[config.mk]
export PLATFORM = sky130hd
export DESIGN_NAME = delay_meas_ctrl
export DESIGN_NICKNAME = d
export VERILOG_FILES = /design/src/rtl/delay_meas_pkg.sv /design/src/rtl/delay_meas_ctrl_sync2.sv /design/src/rtl/delay_meas_ctrl.sv
export SDC_FILE = /design/constraint.sdc
export NUM_CORES = 1
export LEC_CHECK = 0
export CORE_ASPECT_RATIO = 1.2
export CORE_MARGIN = 1.5
export CORE_UTILIZATION = 62
export CTS_CLUSTER_SIZE = 24
export DETAILED_ROUTE_END_ITERATION = 8
export HOLD_SLACK_MARGIN = 0.03
export PLACE_DENSITY = 0.85
export SETUP_SLACK_MARGIN = 0.02
export SYNTH_ARGS = -nofsm -noshare
export SYNTH_HDL_FRONTEND = slang
export SYNTH_HIERARCHICAL = 1
export SYNTH_SLANG_ARGS = --single-unit
[constraint.sdc]
create_clock -name clk -period 5.8 [get_ports clk]
set_clock_uncertainty 0.1 [all_clocks]
set_input_delay 1.16 -clock clk [delete_from_list [all_inputs] [get_ports clk]]
set_output_delay 1.16 -clock clk [all_outputs]
set_load 0.03 [all_outputs]
[src/rtl/delay_meas_pkg.sv]
// Shared types and helpers for the delay measurement controller.
// Holds the FSM state encoding, synchroniser depth and width helper.
package delay_meas_pkg;

  typedef enum logic [1:0] {
    IDLE,
    SETTLE,
    RISE,
    DONE
  } state_t;

  localparam int SYNC_STAGES = 2;

  // Accumulator needs LOG_RUNS extra bits so 2^LOG_RUNS
  // full-scale counts cannot overflow it.
  function automatic int acc_width(input int cnt_w,
                                   input int log_runs);
    return cnt_w + log_runs;
  endfunction

endpackage

[src/rtl/delay_meas_ctrl_sync2.sv]
// Two-flop synchroniser with async active-low reset to 0.
// Ports: clk, rst_n, d (async in), q (synchronised out).
module sync2
  import delay_meas_pkg::*;
(
  input  logic clk,
  input  logic rst_n,
  input  logic d,
  output logic q
);

  logic [SYNC_STAGES-1:0] ff;

  always_ff @(posedge clk or negedge rst_n) begin
    if (!rst_n) ff <= '0;
    else        ff <= {ff[SYNC_STAGES-2:0], d};
  end

  assign q = ff[SYNC_STAGES-1];

endmodule

[src/rtl/delay_meas_ctrl.sv]
// Delay-chain measurement controller: launches edges, counts arrival cycles.
// Ports: clk, rst_n, start, launch, chain_in, busy, done, timeout, result, last_cnt.
module delay_meas_ctrl
  import delay_meas_pkg::*;
#(
  parameter int CNT_W    = 16,
  parameter int LOG_RUNS = 3,
  parameter int TIMEOUT  = 1000
) (
  input  logic             clk,
  input  logic             rst_n,
  input  logic             start,
  output logic             launch,
  input  logic             chain_in,
  output logic             busy,
  output logic             done,
  output logic             timeout,
  output logic [CNT_W-1:0] result,
  output logic [CNT_W-1:0] last_cnt
);

  localparam int ACC_W = acc_width(CNT_W, LOG_RUNS);
  localparam int RUN_W = LOG_RUNS + 1;
  localparam logic [RUN_W-1:0] RUNS = RUN_W'(2 ** LOG_RUNS);
  localparam logic [CNT_W-1:0] TO_CNT = CNT_W'(TIMEOUT);

  state_t             state, state_nxt;
  logic               chain_s;
  logic [CNT_W-1:0]   cnt, cnt_nxt;
  logic [ACC_W-1:0]   acc, acc_nxt;
  logic [RUN_W-1:0]   run, run_nxt;
  logic               launch_nxt;
  logic               busy_nxt;
  logic               done_nxt;
  logic               timeout_nxt;
  logic [CNT_W-1:0]   result_nxt;
  logic [CNT_W-1:0]   last_nxt;

  sync2 u_sync (
    .clk   (clk),
    .rst_n (rst_n),
    .d     (chain_in),
    .q     (chain_s)
  );

  always_ff @(posedge clk or negedge rst_n) begin
    if (!rst_n) begin
      state    <= IDLE;
      cnt      <= '0;
      acc      <= '0;
      run      <= '0;
      launch   <= 1'b0;
      busy     <= 1'b0;
      done     <= 1'b0;
      timeout  <= 1'b0;
      result   <= '0;
      last_cnt <= '0;
    end else begin
      state    <= state_nxt;
      cnt      <= cnt_nxt;
      acc      <= acc_nxt;
      run      <= run_nxt;
      launch   <= launch_nxt;
      busy     <= busy_nxt;
      done     <= done_nxt;
      timeout  <= timeout_nxt;
      result   <= result_nxt;
      last_cnt <= last_nxt;
    end
  end

  always_comb begin
    state_nxt   = state;
    cnt_nxt     = cnt;
    acc_nxt     = acc;
    run_nxt     = run;
    launch_nxt  = launch;
    timeout_nxt = timeout;
    result_nxt  = result;
    last_nxt    = last_cnt;
    unique case (state)
      IDLE: begin
        if (start) begin
          state_nxt   = SETTLE;
          launch_nxt  = 1'b0;
          cnt_nxt     = '0;
          acc_nxt     = '0;
          run_nxt     = '0;
          timeout_nxt = 1'b0;
        end
      end
      SETTLE: begin
        if (!chain_s) begin
          state_nxt  = RISE;
          launch_nxt = 1'b1;
          cnt_nxt    = '0;
        end else if (cnt == TO_CNT) begin
          state_nxt   = DONE;
          timeout_nxt = 1'b1;
          result_nxt  = '1;
        end else begin
          cnt_nxt = cnt + 1'b1;
        end
      end
      RISE: begin
        if (chain_s) begin
          acc_nxt  = acc + ACC_W'(cnt);
          last_nxt = cnt;
          run_nxt  = run + 1'b1;
          if (run_nxt == RUNS) begin
            state_nxt = DONE;
          end else begin
            state_nxt  = SETTLE;
            launch_nxt = 1'b0;
            cnt_nxt    = '0;
          end
        end else if (cnt == TO_CNT) begin
          state_nxt   = DONE;
          timeout_nxt = 1'b1;
          launch_nxt  = 1'b0;
          result_nxt  = '1;
        end else begin
          cnt_nxt = cnt + 1'b1;
        end
      end
      DONE: begin
        launch_nxt = 1'b0;
        state_nxt  = IDLE;
        if (!timeout)
          result_nxt = CNT_W'(acc >> LOG_RUNS);
      end
      default: state_nxt = IDLE;
    endcase
    busy_nxt = (state_nxt != IDLE);
    done_nxt = (state_nxt == DONE);
  end

endmodule

# Yosys cells after proc, flatten, opt, wreduce, memory -nomap -nowiden
# Cells that the tools add are included.
classes:
  addsub: 3
  mul: 0
  div: 0
  order_cmp: 0
  n_eq_ne: 14
  shift: 0
  n_mux: 33
  n_bitwise: 0
  n_reduce_logical: 11
ops:
  columns: ["op", "count"]
  rows:
  - ["$mux W16", 9]
  - ["$pmux W16 S3", 2]
  - ["$mux W19", 2]
  - ["$pmux W19 S2", 1]
  - ["$add A19 B16 Y19", 1]
  - ["$add A16 B1 Y16 const B", 1]
  - ["$eq A16 B10 Y1 const B", 1]
  - ["$reduce_and A4 Y1", 3]
  - ["$mux W2", 5]
  - ["$mux W1", 8]
  - ["$mux W4", 2]
  - ["$ne A2 B2 Y1 const B", 4]
  - ["$pmux W2 S4", 1]
  - ["$pmux W4 S2", 1]
  - ["$eq A2 B2 Y1 const B", 3]
  - ["$reduce_and A3 Y1", 2]
  - ["$reduce_bool A3 Y1", 2]
  - ["$add A4 B1 Y4 const B", 1]
  - ["$eq A4 B4 Y1 const B", 1]
  - ["$ne A2 B1 Y1 const B", 2]
  - ["$pmux W1 S4", 1]
  - ["$reduce_bool A2 Y1", 2]
  - ["$ne A3 B2 Y1 const B", 1]
  - ["$ne A3 B3 Y1 const B", 1]
  - ["4 further kinds", 4]
word_totals:
  register_bits: 79
  latch_bits: 0
  ramBits: 0
  romBits: 0
  in_bits: 4
  output_inout_bits: 36
  word_cells: 72
  memories: 0

# Depth between registers and ports, before layout
# Gate-level depths: netlist (run 1).
depth:
  depth_word: 6
  mapped_depth: 10
  mapped_depth_nobuf: 8

# Modules after synthesis
# Netlist (run 1), hierarchy kept.
by_module_without_submodules:
  columns: ["mod", "instances", "cells_per_inst", "area_each_um2", "seq_area_each_um2"]
  rows:
  - ["delay_meas_ctrl", 1, 458, 4394.2, 1926.8]
  - ["sync2", 1, 2, 50.0, 50.0]

# Worst setup path before layout (run 1)
# Ideal clock, no wire load.
synth_timing:
  path_kind: "input to register"
  startpoint: "in start"
  endpoint: "reg cnt[0]"
  setup_ns: 0.132
  t_arrival_ns: 2.319
  required_ns: 5.568
  slack_ns: 3.249
  stages: 7
  n_path_buf: 2
  path_cell_list: "nor2b_1 -> a311o_1 -> clkbuf_1 -> clkbuf_1 -> nor2_1 -> xnor2_1 -> nor2_1"
synth_between:
  elab_chain_cells: 2
synth_rtl:
  columns: ["element", "line", "rtl"]
  rows:
  - ["start, declared", "delay_meas_ctrl.sv:12", "input logic start,"]
  - ["$ne A2 B2 Y1 (no line)", null, null]
  - ["$reduce_and A3 Y1 (no line)", null, null]
  - ["end signal, assigned", "delay_meas_ctrl.sv:60", "cnt <= cnt_nxt;"]
  - ["end, declared", "delay_meas_ctrl.sv:29", "logic [CNT_W-1:0] cnt, cnt_nxt;"]
# No other way between the ends.
# A chain may end at the register's enable or synchronous reset.

# Final worst setup path (run 1)
layout_timing:
  startpoint: "in start"
  endpoint: "reg cnt[7]"
# The elaborated chain is that of the path after synthesis.

==> results of run 1 <==
routing by layer:
metal | vias to the layer above | global-route usage | wire (microns)
met5 | - | 0 | 0
met4 | 0 | 0.138 | 285
met3 | 26 | 0.0578 | 495
met2 | 115 | 0.439 | 4480
met1 | 1697 | 0.352 | 4090
li1 | 1717 | - | -
power groups by stage:
stage	combinational (W)	clock (W)	sequential [W]
after global placement	0.000727	0	0.000709
after global routing	0.000827	0.000440	0.000715
after CTS	0.000750	0.000415	0.000705
after floorplan	0.000364	0	0.000853
final	0.000747	0.000405	0.000704
after detailed placement	0.000747	0	0.000716
layout make-up:
| cell class | instances | area [sq um] |
|---|---|---|
| inverters | 13 | 48.8 |
| multi-input cells | 352 | 2330 |
| well taps | 87 | 109 |
| fillers | 509 | 1820 |
| clock inverters | 5 | 56.3 |
| clock buffers | 11 | 141 |
| repair buffers | 42 | 410 |
| flip-flops and latches | 79 | 1980 |
cell families (layout without fill, tap and decap cells):
family / Yosys count / in the layout / share of synthesized area
compound gates: 115 / 115 / 0.168
simple gates: 170 / 170 / 0.194
buf+inv: 29 / 71 / 0.0298
xor+xnor: 26 / 26 / 0.0512
mux: 14 / 14 / 0.0352
flops: 79 / 79 / 0.445
fa+ha+maj: 27 / 27 / 0.0777
synthesized netlist by cell type, types with 4 or more instances:
cell      count
o21ai_2      14
and3_1        4
a21oi_1      20
nand3_1      14
dfrtp_1      79
xnor2_1      22
o211ai_1      5
nand2_1      58
nor4_1        5
nor3_1        8
a21boi_0      5
clkbuf_1     12
nor2_1       28
a21o_1        6
nor2b_1      20
inv_1        13
and2_1        5
nand4_1       5
mux2_2       13
ha_1         26
o21ai_0      38
or3_1         6
xor2_1        4
worst max path at each step:
stage / startpoint / end / slack, ps / depth (start not counted)
2_1_floorplan: start / cnt[0]$_DFFE_PN0P_ / 3250 / 7
3_3_place_gp: start / cnt[13]$_DFFE_PN0P_ / 2430 / 5
3_5_place_dp: start / cnt[2]$_DFFE_PN0P_ / 2360 / 5
4_1_cts: start / cnt[7]$_DFFE_PN0P_ / 2690 / 5
5_1_grt: start / cnt[4]$_DFFE_PN0P_ / 2540 / 5
6_report: start / cnt[7]$_DFFE_PN0P_ / 2690 / 5
stage by stage:
stage	cells	util
2_1_floorplan	460	-
3_3_place_gp	573	0.708
3_5_place_dp	573	0.708
4_1_cts	589	0.736
5_1_grt	589	0.736
6_report	589	0.736
worst register-to-register path, stage by stage, from the launching register on:
cell	delay [ps]
dfrtp_1	430
inv_1	130
ha_1	360
nand2_1	540
nor2_1	590
nand3_1	170
a2111oi_0	340
nor3_1	110
sequential cells by signal, summed over array words and instances (netlist names):
name / cells
result: 16
run: 4
done: 1
timeout: 1
state: 2
busy: 1
last_cnt: 16
acc: 19
launch: 1
u_sync/ff: 2
cnt: 16
==> impl_metrics.tcl, run 1 <==
set metrics [dict create \
    hold_path.class "flip-flop to flip-flop" \
    ctsHoldBuffers 0 \
    synth-async-reset-ratio 1.00 \
    synth_flop_cell "dfrtp_1" \
    insertion_delay_ps 360 \
    overflow 0 \
    total_power_w 0.00186 \
    critPathKind "input pin to flip-flop" \
    grt_max_degree 80 \
    ys_ff_latch 79 \
    setup_violations 0 \
    power.internal_w 0.00113 \
    cp_slowest_stage_delay_ps 700 \
    grt_pass1_wl_mm 15.9 \
    dp_worst_setup_slack_ps 2360 \
    worst_pin_slew_ps 946 \
    finalHoldViolations 0 \
    drtPass1Iterations 4 \
    syn-cell-area_sq_um 4440 \
    start_util 0.645 \
    diodes 0 \
    cts_buffers 9 \
    port_buffers 39 \
    postSynthAreaPerCell_sq_um 9.66 \
    drive_above_1_share 0.0996 \
    maxSlewViolCount 0 \
    grt_pass1_vias 3381 \
    ff2ff_path_depth 7 \
    synthCells 460 \
    critical_path_buf_inv_count 1 \
    dieHeight_microns 95.7 \
    synth_edf_count 0 \
    num_vias 3555 \
    cts_tree "yes" \
    fin_crit_sh 0.537 \
    wl_per_cell_microns 15.9 \
    drc 0 \
    vias_per_cell 6.04 \
    synthesis.nets 491 \
    max-clock-path-buffers 2 \
    synthTopCellsByArea "dfrtp_1 (44%), ha_1 (7.3%), nand2_1 (4.9%)" \
    wirelength_mm 9.35 \
    grt_setup_unrepaired "no" \
    synth_top_area_frac 0.445 \
    drtAntennaViolNets 0 \
    antenna_found_initial 0 \
    crit_path_cell_trace "clkdlybuf4s50_1 -> nor2b_1 -> a311o_1 -> nor2b_1 -> nor2_1" \
    synth_top_cell_by_area "dfrtp_1" \
    hold_ws_ps 256 \
    io_pins 40 \
    slew_headroom 0.369 \
    final_common_cell "dfrtp_1" \
    cts_num_sinks 79 \
    slowest_stage "nor2b_1" \
    placementRows 33 \
    path_common_cell "nor2b_1" \
    worstPathRequired_ps 5900 \
    ff2ff_setup_slack_ps 2910 \
    leakagePower_nw 2.32 \
    worst_slack_ps 2690 \
    ys_seq_area_frac 0.445 \
    nets 528 \
    first_iter_violations 251 \
    crit_path_end_kind "flip-flop" \
    die_w_microns 80.3 \
    p_clk_frac 0.218 \
    reg2reg_from "state[0]$_DFF_PN0_" \
    status "complete, no violations" \
    tns_ps 0 \
    layout_common_cells "dfrtp_1 (79), nand2_1 (58), o21ai_0 (38), clkdlybuf4s50_1 (38), nor2_1 (28)" \
    htree_levels 3 \
    grt_use_total 0.274 \
    hold_depth 0 \
    holdCritStartpoint "u_sync/ff[0]$_DFF_PN0_" \
    gp_congestion 0.927 \
    crit_fanout 19 \
    p_sw_w 0.000723 \
    die_area_sq_um 7690 \
    clkTransAtPathRegs_ps 70 \
    ir_drop_mv 0.242 \
    pwr_density_cell_nw_per_um2 365 \
    period_needed_ps 3110 \
    comb_power_share 0.403 \
    drv_cap 0 \
    hold_end "u_sync/ff[1]$_DFF_PN0_" \
    ys_types 54 \
    dpl_cell_area_sq_um 4880 \
    switching_share 0.390 \
    design_area_sq_um 5080 \
    cp_top_family "simple AND/OR/NAND/NOR gates" \
    yosys_warnings 6 \
    cts_root_buf "clkbuf_8" \
    cts_setup_buffers 0 \
    area_growth_syn_to_layout_pct 14.2 \
    worst_ep_arrival_time_ps 3210 \
    coreArea_sq_um 6900 \
    cts-resized-gates 0 \
    r2r_end "acc[17]$_DFFE_PN0P_" \
    cp-start-kind "input pin" \
    seq_power_share 0.379 \
    fmax_mhz 321 \
    dp_hpwl_mm 6.69 \
]
(Power assumes the default switching activity.)
==> run 2: changes to the inputs <==
Settings changed: CORE_UTILIZATION 62 to 52, PLACE_DENSITY 0.85 to 0.76.
Clock period 5.8 ns to 2.6 ns, I/O delays scaled along.
==> run 2 against run 1 <==
Against the previous run: setup slack worse by 2600 ps; register-to-register slack lost 2800 ps; cell area is 4.9% higher; flip-flop and latch count unchanged; clock-buffer cell count fell by 1; die area rose by 19%; power increased by 130%; sequential share of layout area decreased by 1.8 points; cell count increased by 9.0%; hold slack better by 1.6 ps; highest routed layer unchanged.
==> impl_metrics.tcl, run 2 (synthesis gave the netlist of run 1 again) <==
set metrics [dict create \
    die_w_microns 87.4 \
    stdcell_count 642 \
    wirelength_mm 10.1 \
    hold_path.class "flip-flop to flip-flop" \
    die_area_sq_um 9110 \
    cp-start-kind "flip-flop" \
    cts_buffers 9 \
    cts_tree "yes" \
    area_growth_syn_to_layout_pct 19.8 \
    drtPass1Iterations 6 \
    leakagePower_nw 2.46 \
    wl_met2_mm 4.95 \
    port_buffers 39 \
    finalHoldViolations 0 \
    coreArea_sq_um 8200 \
    drc 0 \
    fin_util 0.649 \
    dieHeight_microns 104 \
    dp_hpwl_mm 7.33 \
    htree_levels 3 \
    first_iter_violations 298 \
    grt_setup_unrepaired "yes" \
    insertion_delay_ps 360 \
    regMostFlops "acc" \
    grt_use_total 0.237 \
    crit_fanout 4 \
    overflow 0 \
    antenna_found_initial 0 \
    dp_worst_setup_slack_ps 36.9 \
    gp_congestion 1.01 \
    cts_root_buf "clkbuf_8" \
    worst_pin_slew_ps 605 \
    grt_pass1_wl_mm 16.9 \
    ir_drop_mv 0.426 \
    fmax_mhz 402 \
    maxSlewViolCount 0 \
    max-clock-path-buffers 2 \
    largest_register_ffs 19 \
    cp_slowest_stage_delay_ps 490 \
    wl_per_cell_microns 15.8 \
    design_area_sq_um 5320 \
    grt_max_degree 35 \
    top_layer_used "met4" \
    critPathKind "flip-flop to flip-flop" \
    crit_path_cell_trace "ha_1 -> fa_2 -> a211oi_2 -> o211ai_1 -> nand2_1 -> o32a_1 -> or4_1 -> a21boi_0" \
    grt_pass1_vias 3470 \
    cts_num_sinks 79 \
    layout_common_cells "dfrtp_1 (79), nand2_1 (58), clkdlybuf4s50_1 (38)" \
    fill_cells 712 \
    cp_top_family "compound AO/OA/AOI/OAI gates" \
    fin_crit_sh 0.957 \
    drtAntennaViolNets 0 \
    diodes 0 \
    clkTransAtPathRegs_ps 80 \
    worstPathRequired_ps 2780 \
    status "complete, no violations" \
    placementRows 36 \
    slew_headroom 0.596 \
    drv_cap 0 \
    m1WireLength_mm 4.36 \
    nets 554 \
    wl_met3_microns 520 \
    final_common_cell "dfrtp_1" \
    period_needed_ps 2490 \
    pwr_density_cell_nw_per_um2 798 \
    io_pins 40 \
    dpl_cell_area_sq_um 5100 \
    ff2ff_setup_slack_ps 110 \
    setup_violations 0 \
    start_util 0.542 \
    worst_ep_arrival_time_ps 2670 \
    slowest_stage "or4_1" \
    critical_path_buf_inv_count 0 \
    vias_per_cell 5.76 \
    seq_area_sq_um 1980 \
    hold_ws_ps 258 \
    num_vias 3696 \
    crit_path_end_kind "flip-flop" \
    multi_input_area_sq_um 2350 \
    placed_cells 623 \
    drive_above_1_share 0.148 \
    worst_slack_ps 112 \
]
-- run 2: cell types whose count changed in the layout (fill, tap and decap cells not counted), sizes merged --
cell / change
clkbuf: -1
dlygate4sd3: +1
inv: -1
buf: +25
clkinv: +2
-- run 2: through the flow --
stage	power (W)	TNS, ps
after global routing	0.00450	-20.3
after CTS	0.00425	0
after detailed placement	0.00336	0
final	0.00425	0
after floorplan	0.00271	0
after global placement	0.00331	0
-- run 2: per-layer routing --
| metal | vias to the layer above | GRT usage |
|---|---|---|
| li1 | 1755 | - |
| met1 | 1766 | 0.315 |
| met2 | 146 | 0.382 |
| met3 | 29 | 0.0476 |
| met4 | 0 | 0.0839 |
| met5 | - | 0 |
-- run 2: final cells by class --
class                   count  share of cell area
clock inverters             6              0.0115
multi-input cells         352               0.441
well taps                 114              0.0268
repair buffers             68               0.117
inverters                  13             0.00917
flip-flops and latches     79               0.371
clock buffers              10              0.0240
-- run 2: repair_timing --
item,4_1_cts,5_1_grt
endpoints found under the hold margin,15,0
hold buffers,1,0
buffers inserted,1,1
endpoints found under the setup margin,1,17
pin swaps,1,1
resized for setup,0,5
-- run 2: path summary, 6_finish.rpt --
kind                                        start                      to  cells past startpoint
max in group asynchronous                   rst_n     acc[15]$_DFFE_PN0P_                      3
hold / removal             u_sync/ff[0]$_DFF_PN0_  u_sync/ff[1]$_DFF_PN0_                      0
setup reg to reg               cnt[0]$_DFFE_PN0P_     acc[18]$_DFFE_PN0P_                      8
min in group asynchronous                   rst_n   result[8]$_DFFE_PN0P_                      2
setup / recovery               cnt[0]$_DFFE_PN0P_     acc[18]$_DFFE_PN0P_                      8
hold reg to reg            u_sync/ff[0]$_DFF_PN0_  u_sync/ff[1]$_DFF_PN0_                      0
-- run 2: power by group --
part	total (W)	switching, W	internal (W)
clock	0.000893	0.000453	0.000440
combinational	0.00179	0.00109	0.000705
sequential	0.00156	0.000129	0.00143
total	0.00425	0.00167	0.00258
-- run 2: worst register-to-register path, stage by stage (launching register included) --
cell and delay (ps):
dfrtp_1 410, ha_1 210, fa_2 250, a211oi_2 90
o211ai_1 250, nand2_1 110, o32a_1 340, or4_1 490
a21boi_0 170
